`src/rtl/captura_operando.sv`:
```
`default_nettype none
// ============================================================================
// captura_operando: turns scanner key presses into single key events, builds
// a packed-BCD operand and offers {operand, operator} over valid/ready.
// Optional debounce filter: define ANTIREBOTE_EN.      Rev 1.0
// ============================================================================
module captura_operando #(
   parameter int DIGITOS         = 4,
   parameter int DEBOUNCE_CICLOS = 16
) (
   input  logic                         clk,
   input  logic                         reset,
   input  logic                         enable,
   input  logic                         button_pressed,
   input  logic [4:0]                   indice_boton,
   input  logic                         consumidor_listo,
   output logic [4*DIGITOS-1:0]         operando,
   output logic [$clog2(DIGITOS+1)-1:0] num_digitos,
   output logic [2:0]                   operador,
   output logic                         operando_valido,
   output logic                         tecla_evento,
   output logic [4:0]                   tecla_codigo,
   output logic                         desborde
);

   localparam int NW = $clog2(DIGITOS+1);
   localparam int OW = 4*DIGITOS;

   typedef enum logic [1:0] {
      ESPERA  = 2'd0,
      ESTABLE = 2'd1,
      SOLTAR  = 2'd2
   } estado_t;

   estado_t        estado_q, estado_d;
   logic           btn_q;
   logic [4:0]     idx_q;
   logic           evento;
   logic [4:0]     w_key;

   logic [OW-1:0]  operando_q, operando_d;
   logic [NW-1:0]  num_q, num_d;
   logic [2:0]     operador_q, operador_d;
   logic           valido_q, valido_d;
   logic           desborde_q, desborde_d;
   logic [4:0]     codigo_q, codigo_d;

   always_ff @(posedge clk) begin
      if (reset) begin
         btn_q <= 1'b0;
         idx_q <= '0;
      end else begin
         btn_q <= button_pressed;
         idx_q <= indice_boton;
      end
   end

`ifdef ANTIREBOTE_EN
   localparam int CW = $clog2(DEBOUNCE_CICLOS+1);
   logic [CW-1:0] cnt_q, cnt_d;
   logic [4:0]    key_q, key_d;

   always_ff @(posedge clk) begin
      if (reset) begin
         estado_q <= ESPERA;
         cnt_q    <= '0;
         key_q    <= '0;
      end else begin
         estado_q <= estado_d;
         cnt_q    <= cnt_d;
         key_q    <= key_d;
      end
   end

   // Counter holds the number of consecutive stable samples seen so far.
   always_comb begin
      estado_d = estado_q;
      cnt_d    = cnt_q;
      key_d    = key_q;
      evento   = 1'b0;
      if (!enable) begin
         estado_d = ESPERA;
         cnt_d    = '0;
      end else begin
         case (estado_q)
            ESPERA: if (btn_q) begin
               estado_d = ESTABLE;
               key_d    = idx_q;
               cnt_d    = CW'(1);
            end
            ESTABLE: if (cnt_q == CW'(DEBOUNCE_CICLOS)) begin
               estado_d = SOLTAR;
               cnt_d    = '0;
               evento   = !key_q[4];
            end else if (!btn_q || idx_q != key_q) begin
               estado_d = ESPERA;
               cnt_d    = '0;
            end else begin
               cnt_d = cnt_q + 1'b1;
            end
            SOLTAR: if (!btn_q) estado_d = ESPERA;
            default: estado_d = ESPERA;
         endcase
      end
   end

   assign w_key = key_q;
`else
   always_ff @(posedge clk) begin
      if (reset) estado_q <= ESPERA;
      else       estado_q <= estado_d;
   end

   always_comb begin
      estado_d = estado_q;
      evento   = 1'b0;
      if (!enable) begin
         estado_d = ESPERA;
      end else begin
         case (estado_q)
            ESPERA: if (btn_q) begin
               estado_d = SOLTAR;
               evento   = !idx_q[4];
            end
            SOLTAR: if (!btn_q) estado_d = ESPERA;
            default: estado_d = ESPERA;
         endcase
      end
   end

   assign w_key = idx_q;
`endif

   // Clear (key 15) and a completed hand-off share the same net effect.
   always_comb begin
      operando_d = operando_q;
      num_d      = num_q;
      operador_d = operador_q;
      valido_d   = valido_q;
      desborde_d = desborde_q;
      codigo_d   = evento ? w_key : codigo_q;
      if ((evento && w_key == 5'd15) || (valido_q && consumidor_listo)) begin
         operando_d = '0;
         num_d      = '0;
         operador_d = '0;
         valido_d   = 1'b0;
         desborde_d = 1'b0;
      end else if (evento && !valido_q) begin
         if (w_key < 5'd10) begin
            if (num_q < NW'(DIGITOS)) begin
               operando_d = (operando_q << 4) | OW'(w_key[3:0]);
               num_d      = num_q + 1'b1;
            end else begin
               desborde_d = 1'b1;
            end
         end else begin
            operador_d = 3'(w_key - 5'd9);
            valido_d   = 1'b1;
         end
      end
   end

   always_ff @(posedge clk) begin
      if (reset) begin
         operando_q <= '0;
         num_q      <= '0;
         operador_q <= '0;
         valido_q   <= 1'b0;
         desborde_q <= 1'b0;
         codigo_q   <= '0;
      end else begin
         operando_q <= operando_d;
         num_q      <= num_d;
         operador_q <= operador_d;
         valido_q   <= valido_d;
         desborde_q <= desborde_d;
         codigo_q   <= codigo_d;
      end
   end

   assign operando        = operando_q;
   assign num_digitos     = num_q;
   assign operador        = operador_q;
   assign operando_valido = valido_q;
   assign tecla_evento    = evento;
   assign tecla_codigo    = codigo_q;
   assign desborde        = desborde_q;

endmodule
`default_nettype wire
```
`config.mk`:
```
export PLATFORM = sky130hd
export DESIGN_NAME = captura_operando
export DESIGN_NICKNAME = d
export VERILOG_FILES = /design/src/rtl/captura_operando.sv
export SDC_FILE = /design/constraint.sdc
export NUM_CORES = 1
export LEC_CHECK = 0
export CAP_MARGIN = 20
export CORE_ASPECT_RATIO = 1.1
export CORE_UTILIZATION = 47
export CTS_CLUSTER_SIZE = 25
export DETAILED_ROUTE_END_ITERATION = 16
export PLACE_DENSITY = 0.75
export SLEW_MARGIN = 20
export SYNTH_ARGS = -nofsm -noshare
export SYNTH_HDL_FRONTEND = slang
export SYNTH_SLANG_ARGS = --single-unit
export TNS_END_PERCENT = 20
```
`constraint.sdc`:
```
create_clock -name clk -period 1.65 [get_ports clk]
set_input_delay 0.2475 -clock clk [delete_from_list [all_inputs] [get_ports clk]]
set_output_delay 0.2475 -clock clk [all_outputs]
set_load 0.01 [all_outputs]
```
==> impl.org <==
** Status
- Result of the run :: completed

** Setup path
- Worst path slowest cell :: sky130_fd_sc_hd__clkdlybuf4s50_1
- At the worst endpoint, the required time is 1400 ps.
- Setup crit start kind :: input port
- Traced cell by cell, the critical path runs through clkdlybuf4s50_1, nand4bb_4, inv_2, dlygate4sd2_1.
- The worst setup path is of the in2out kind.
- Startpoint of the most critical setup path :: enable
- Kind of end point of the critical path :: primary output
- Critical register-to-register path startpoint :: idx_q[4]$_SDFF_PP0_
- In this run the worst path has a maximum fanout of 4.
- For this run, the slowest stage of the critical path takes 550 ps.
- Data on the critical path arrives at its endpoint at 1310 ps.

** Placed design
- Dpl cell area :: 1948 um2
- Weighted congestion reported at the end of routability-driven placement :: 0.7698
- PortBufs :: 39
- Detailed placer's ending HPWL :: 2373 um
- Cell count after placement :: 214

** Global route
- met2 is the most crowded layer.
- Overall fraction of global-route tracks in use :: 21.69%
- Met1 demand-to-capacity share in global routing :: 26.52%
- Entering global routing, the biggest net connects 31 pins.
- The initial antenna violation count was 0.
- The number of global-route vias before repair came to 1202.
- Global routing consumed, on the met2 layer, 35.80% of the routing resources.
- GR Layer Usage met3 :: 6.183%
- The first global-routing pass estimated 5526 um of wire.
- Grt ovf :: 0

** Layout
- The repair_antennas step left the layout with diodes totalling 0.
- Cell Count, Final, Fillers Out :: 221
- Filler cells :: 269
- Share of cells above drive strength 1 :: 10.70%
- Area overhead of the layout relative to synthesis :: 34.29%
- Count of nets after finishing :: 200
- The finished cells cover 1994 um2.
- The sequential cells in the finished layout cover a total of 721.9 um2.
- Leaving out fill and tap cells, the most frequent cells in the layout are sky130_fd_sc_hd__clkdlybuf4s50_1 (38), sky130_fd_sc_hd__dfxtp_1 (35), sky130_fd_sc_hd__o211ai_1 (24), sky130_fd_sc_hd__mux2i_1 (18), sky130_fd_sc_hd__nand2_1 (9).
- Leading cell type in the layout, fill and taps excluded :: sky130_fd_sc_hd__clkdlybuf4s50_1
- Multi-input combinational cell area :: 683.2 um2

** Timing
- RSZ-0062 raised after global routing :: no
- Worst slew slack as a fraction of its limit :: 75.58%
- The final critical path takes up 94.28% of the cycle.
- Setup violations remaining at the end of the flow were counted as 0.
- Transition time at the pin with the least slew margin :: 363.5 ps
- Timing would allow up to 642.8 MHz.
- The number of hold-slack violations in the final timing report came to 0.
- The worst path needs 1556 ps of the cycle, external delays included.
- Hold timing on the final database bottoms out at a slack of 452.9 ps.
- In the final timing run, aggregate negative setup slack is 0 ps.
- For the final database, setup skew stands at 12.45 ps.
- The number of max-slew violations in the final report came to 0.

** Clocking
- In this run, CTS created clock tree buffers numbering 5.
- After clock tree synthesis, the flow added hold-fix buffers numbering 0.
- Post-CTS setup repair buffer count :: 0
- Later-pin clock latency in the skew report :: 340 ps
- The H-tree was split into 2 levels.
- For this design, the sink count on the clock tree is 36.
- Max Buffers Root-to-Sink :: 2
- CTS resizes :: 1
- After clock tree synthesis, the clock-pin slew on the worst setup and hold paths is 100 ps.
- Clock tree from TritonCTS :: yes
- The root buffer cell chosen for the clock tree is sky130_fd_sc_hd__clkbuf_4.

** Hold path
- Worst hold-check path type :: in2reg
- In this run the most critical hold path is launched from indice_boton[3].

** Yosys
- For this run, the register share of the synthesized area comes to 48.53%.
- Gate count after technology mapping :: 143
- Synth Net Count :: 156
- In this run, synthesis produced a sequential element count of 36.
- The cell area that synthesis handed to floorplanning was 1485 um2.
- Each instance of the synthesized netlist takes up on average 10.39 um2.
- Yosys mapped the design onto 28 distinct sky130hd cell types.
- Total of warnings raised by yosys :: 0

** Power
- The internal power of the cells totals 1.108 mW.
- Switching component of the power :: 0.3524 mW
- In this run the static leakage power is 0.7016 nW.
- Seq pwr share :: 61.5%
- PwrDens :: 732.1 nW/um2
- The clock network accounts for 29.6% of the total power.
- Largest vdd supply drop :: 0.5574 mV
- Net switching is 24.14% of the power.
- Combinational cells account for 8.9% of the total power.

** Die
- Die height :: 60.96 um
- The floorplan step set the die width to 55.60 um.
- Number of top-level pins :: 40
- After floorplanning, the core was divided into 21 placement rows.
- The floorplan step defined a die boundary enclosing 3389 um2.
- Once the floorplan was initialized, standard cells occupied 49.15% of the core.
- The core region is 3022 um2.

** Drt
- Average vias per placed instance :: 5.588
- The pre-antenna-repair detailed-routing pass consisted of 6 iterations.
- After detailed routing, the number of remaining DRC violations is 0.
- Routed vias :: 1235
- The detail route stage leaves a number of antenna-violating nets equal to 0.
- For this block, the initial DRC count from the detailed router was 27.
- After detailed routing, the total wire length is 3314 um.
- Dividing the detail-routed wire length by the instance count gives 15.00 um.

** Run
- Max-cap viol count :: 0
[worst max-delay path: cells and delay by family]
family / cells / cell delay [ps]
buf+inv: 3 / 930
simple gates: 1 / 130
[path summary, 6_finish.rpt]
check                                                    end  slack [ps]  cells past startpoint
worst max-delay path                            tecla_evento          90                      4
worst min-delay path                     idx_q[3]$_SDFF_PP0_         450                      2
worst max register to register      operador[1]$_SDFFE_PP0P_         180                      4
worst min register to register  tecla_codigo[0]$_SDFFE_PP0P_         470                      2
[logic make-up after synthesis]
group	share of synthesized area, %
AO/OA/AOI/OAI	19.80
XOR/XNOR	0.5898
adder cells (fa/ha/maj)	2.528
buffers and inverters	5.475
flip-flops	48.53
multiplexers	12.13
AND/OR/NAND/NOR	10.95
[Yosys cell counts]
library cell                count  area, um2
sky130_fd_sc_hd__mux2i_1       18      180.2
sky130_fd_sc_hd__a31oi_1        3      18.77
sky130_fd_sc_hd__buf_8          1      15.01
sky130_fd_sc_hd__nor3b_1        1      7.510
sky130_fd_sc_hd__inv_2          1      3.750
sky130_fd_sc_hd__inv_1          4      15.01
sky130_fd_sc_hd__nor3_1         1      5.000
sky130_fd_sc_hd__clkbuf_1       7      26.28
sky130_fd_sc_hd__nor2_1         5      18.77
sky130_fd_sc_hd__and4_1         1      8.760
sky130_fd_sc_hd__o21ai_2        1      8.760
sky130_fd_sc_hd__xnor2_1        1      8.760
sky130_fd_sc_hd__nand2_1        9      33.78
sky130_fd_sc_hd__ha_1           3      37.54
sky130_fd_sc_hd__a41oi_1        2      17.52
sky130_fd_sc_hd__a211oi_1       3      22.52
sky130_fd_sc_hd__nand4_1        1      6.260
sky130_fd_sc_hd__o21ai_1        1      5.000
sky130_fd_sc_hd__buf_2          2      10.01
sky130_fd_sc_hd__nand3_1        1      5.000
sky130_fd_sc_hd__a21oi_2        1      8.760
sky130_fd_sc_hd__nor2b_1        8      50.05
sky130_fd_sc_hd__o211ai_1      24      180.2
sky130_fd_sc_hd__nand4bb_4      1      27.53
sky130_fd_sc_hd__buf_6          1      11.26
sky130_fd_sc_hd__dfxtp_1       36      720.7
sky130_fd_sc_hd__a21oi_1        5      25.02
sky130_fd_sc_hd__o21a_1         1      7.510
[state kept, by name, indices dropped and copies added (netlist names)]
| name | flops |
|---|---|
| tecla_codigo | 5 |
| operando_valido | 1 |
| operador | 3 |
| operando | 16 |
| num_digitos | 3 |
| estado_q | 1 |
| desborde | 1 |
| btn_q | 1 |
| idx_q | 5 |
[stage by stage]
step | util, % | setup WS (ps) | total power, mW
6_report | 66.00 | 94.35 | 1.460
3_5_place_dp | 64.47 | -167.5 | 1.049
4_1_cts | 65.96 | 28.07 | 1.471
3_3_place_gp | 64.47 | -127.6 | 1.043
2_1_floorplan | - | 297.5 | 0.9839
5_1_grt | 66.00 | 34.42 | 1.531
[cell type report]
| class | count | area share (%) |
|---|---|---|
| multi-input cells | 91 | 34.25 |
| inverters | 5 | 0.9410 |
| clock buffers | 6 | 2.070 |
| well taps | 34 | 2.133 |
| flip-flops and latches | 36 | 36.20 |
| repair buffers | 48 | 24.15 |
| clock inverters | 1 | 0.2509 |
[metal layers]
layer / vias to the layer above / routed length, um
met2: 44 / 1568
met3: 8 / 151
li1: 617 / -
met1: 566 / 1535
met5: - / 0
met4: 0 / 59
[power by group through the flow]
stage	Combinational [mW]	Sequential, mW	Clock, mW
global placement	0.125	0.918	0
floorplan	0.0674	0.916	0
detailed placement	0.130	0.919	0
global route	0.140	0.901	0.489
finish	0.130	0.899	0.432
CTS	0.130	0.899	0.443
Power figures use the tool's default switching activity.
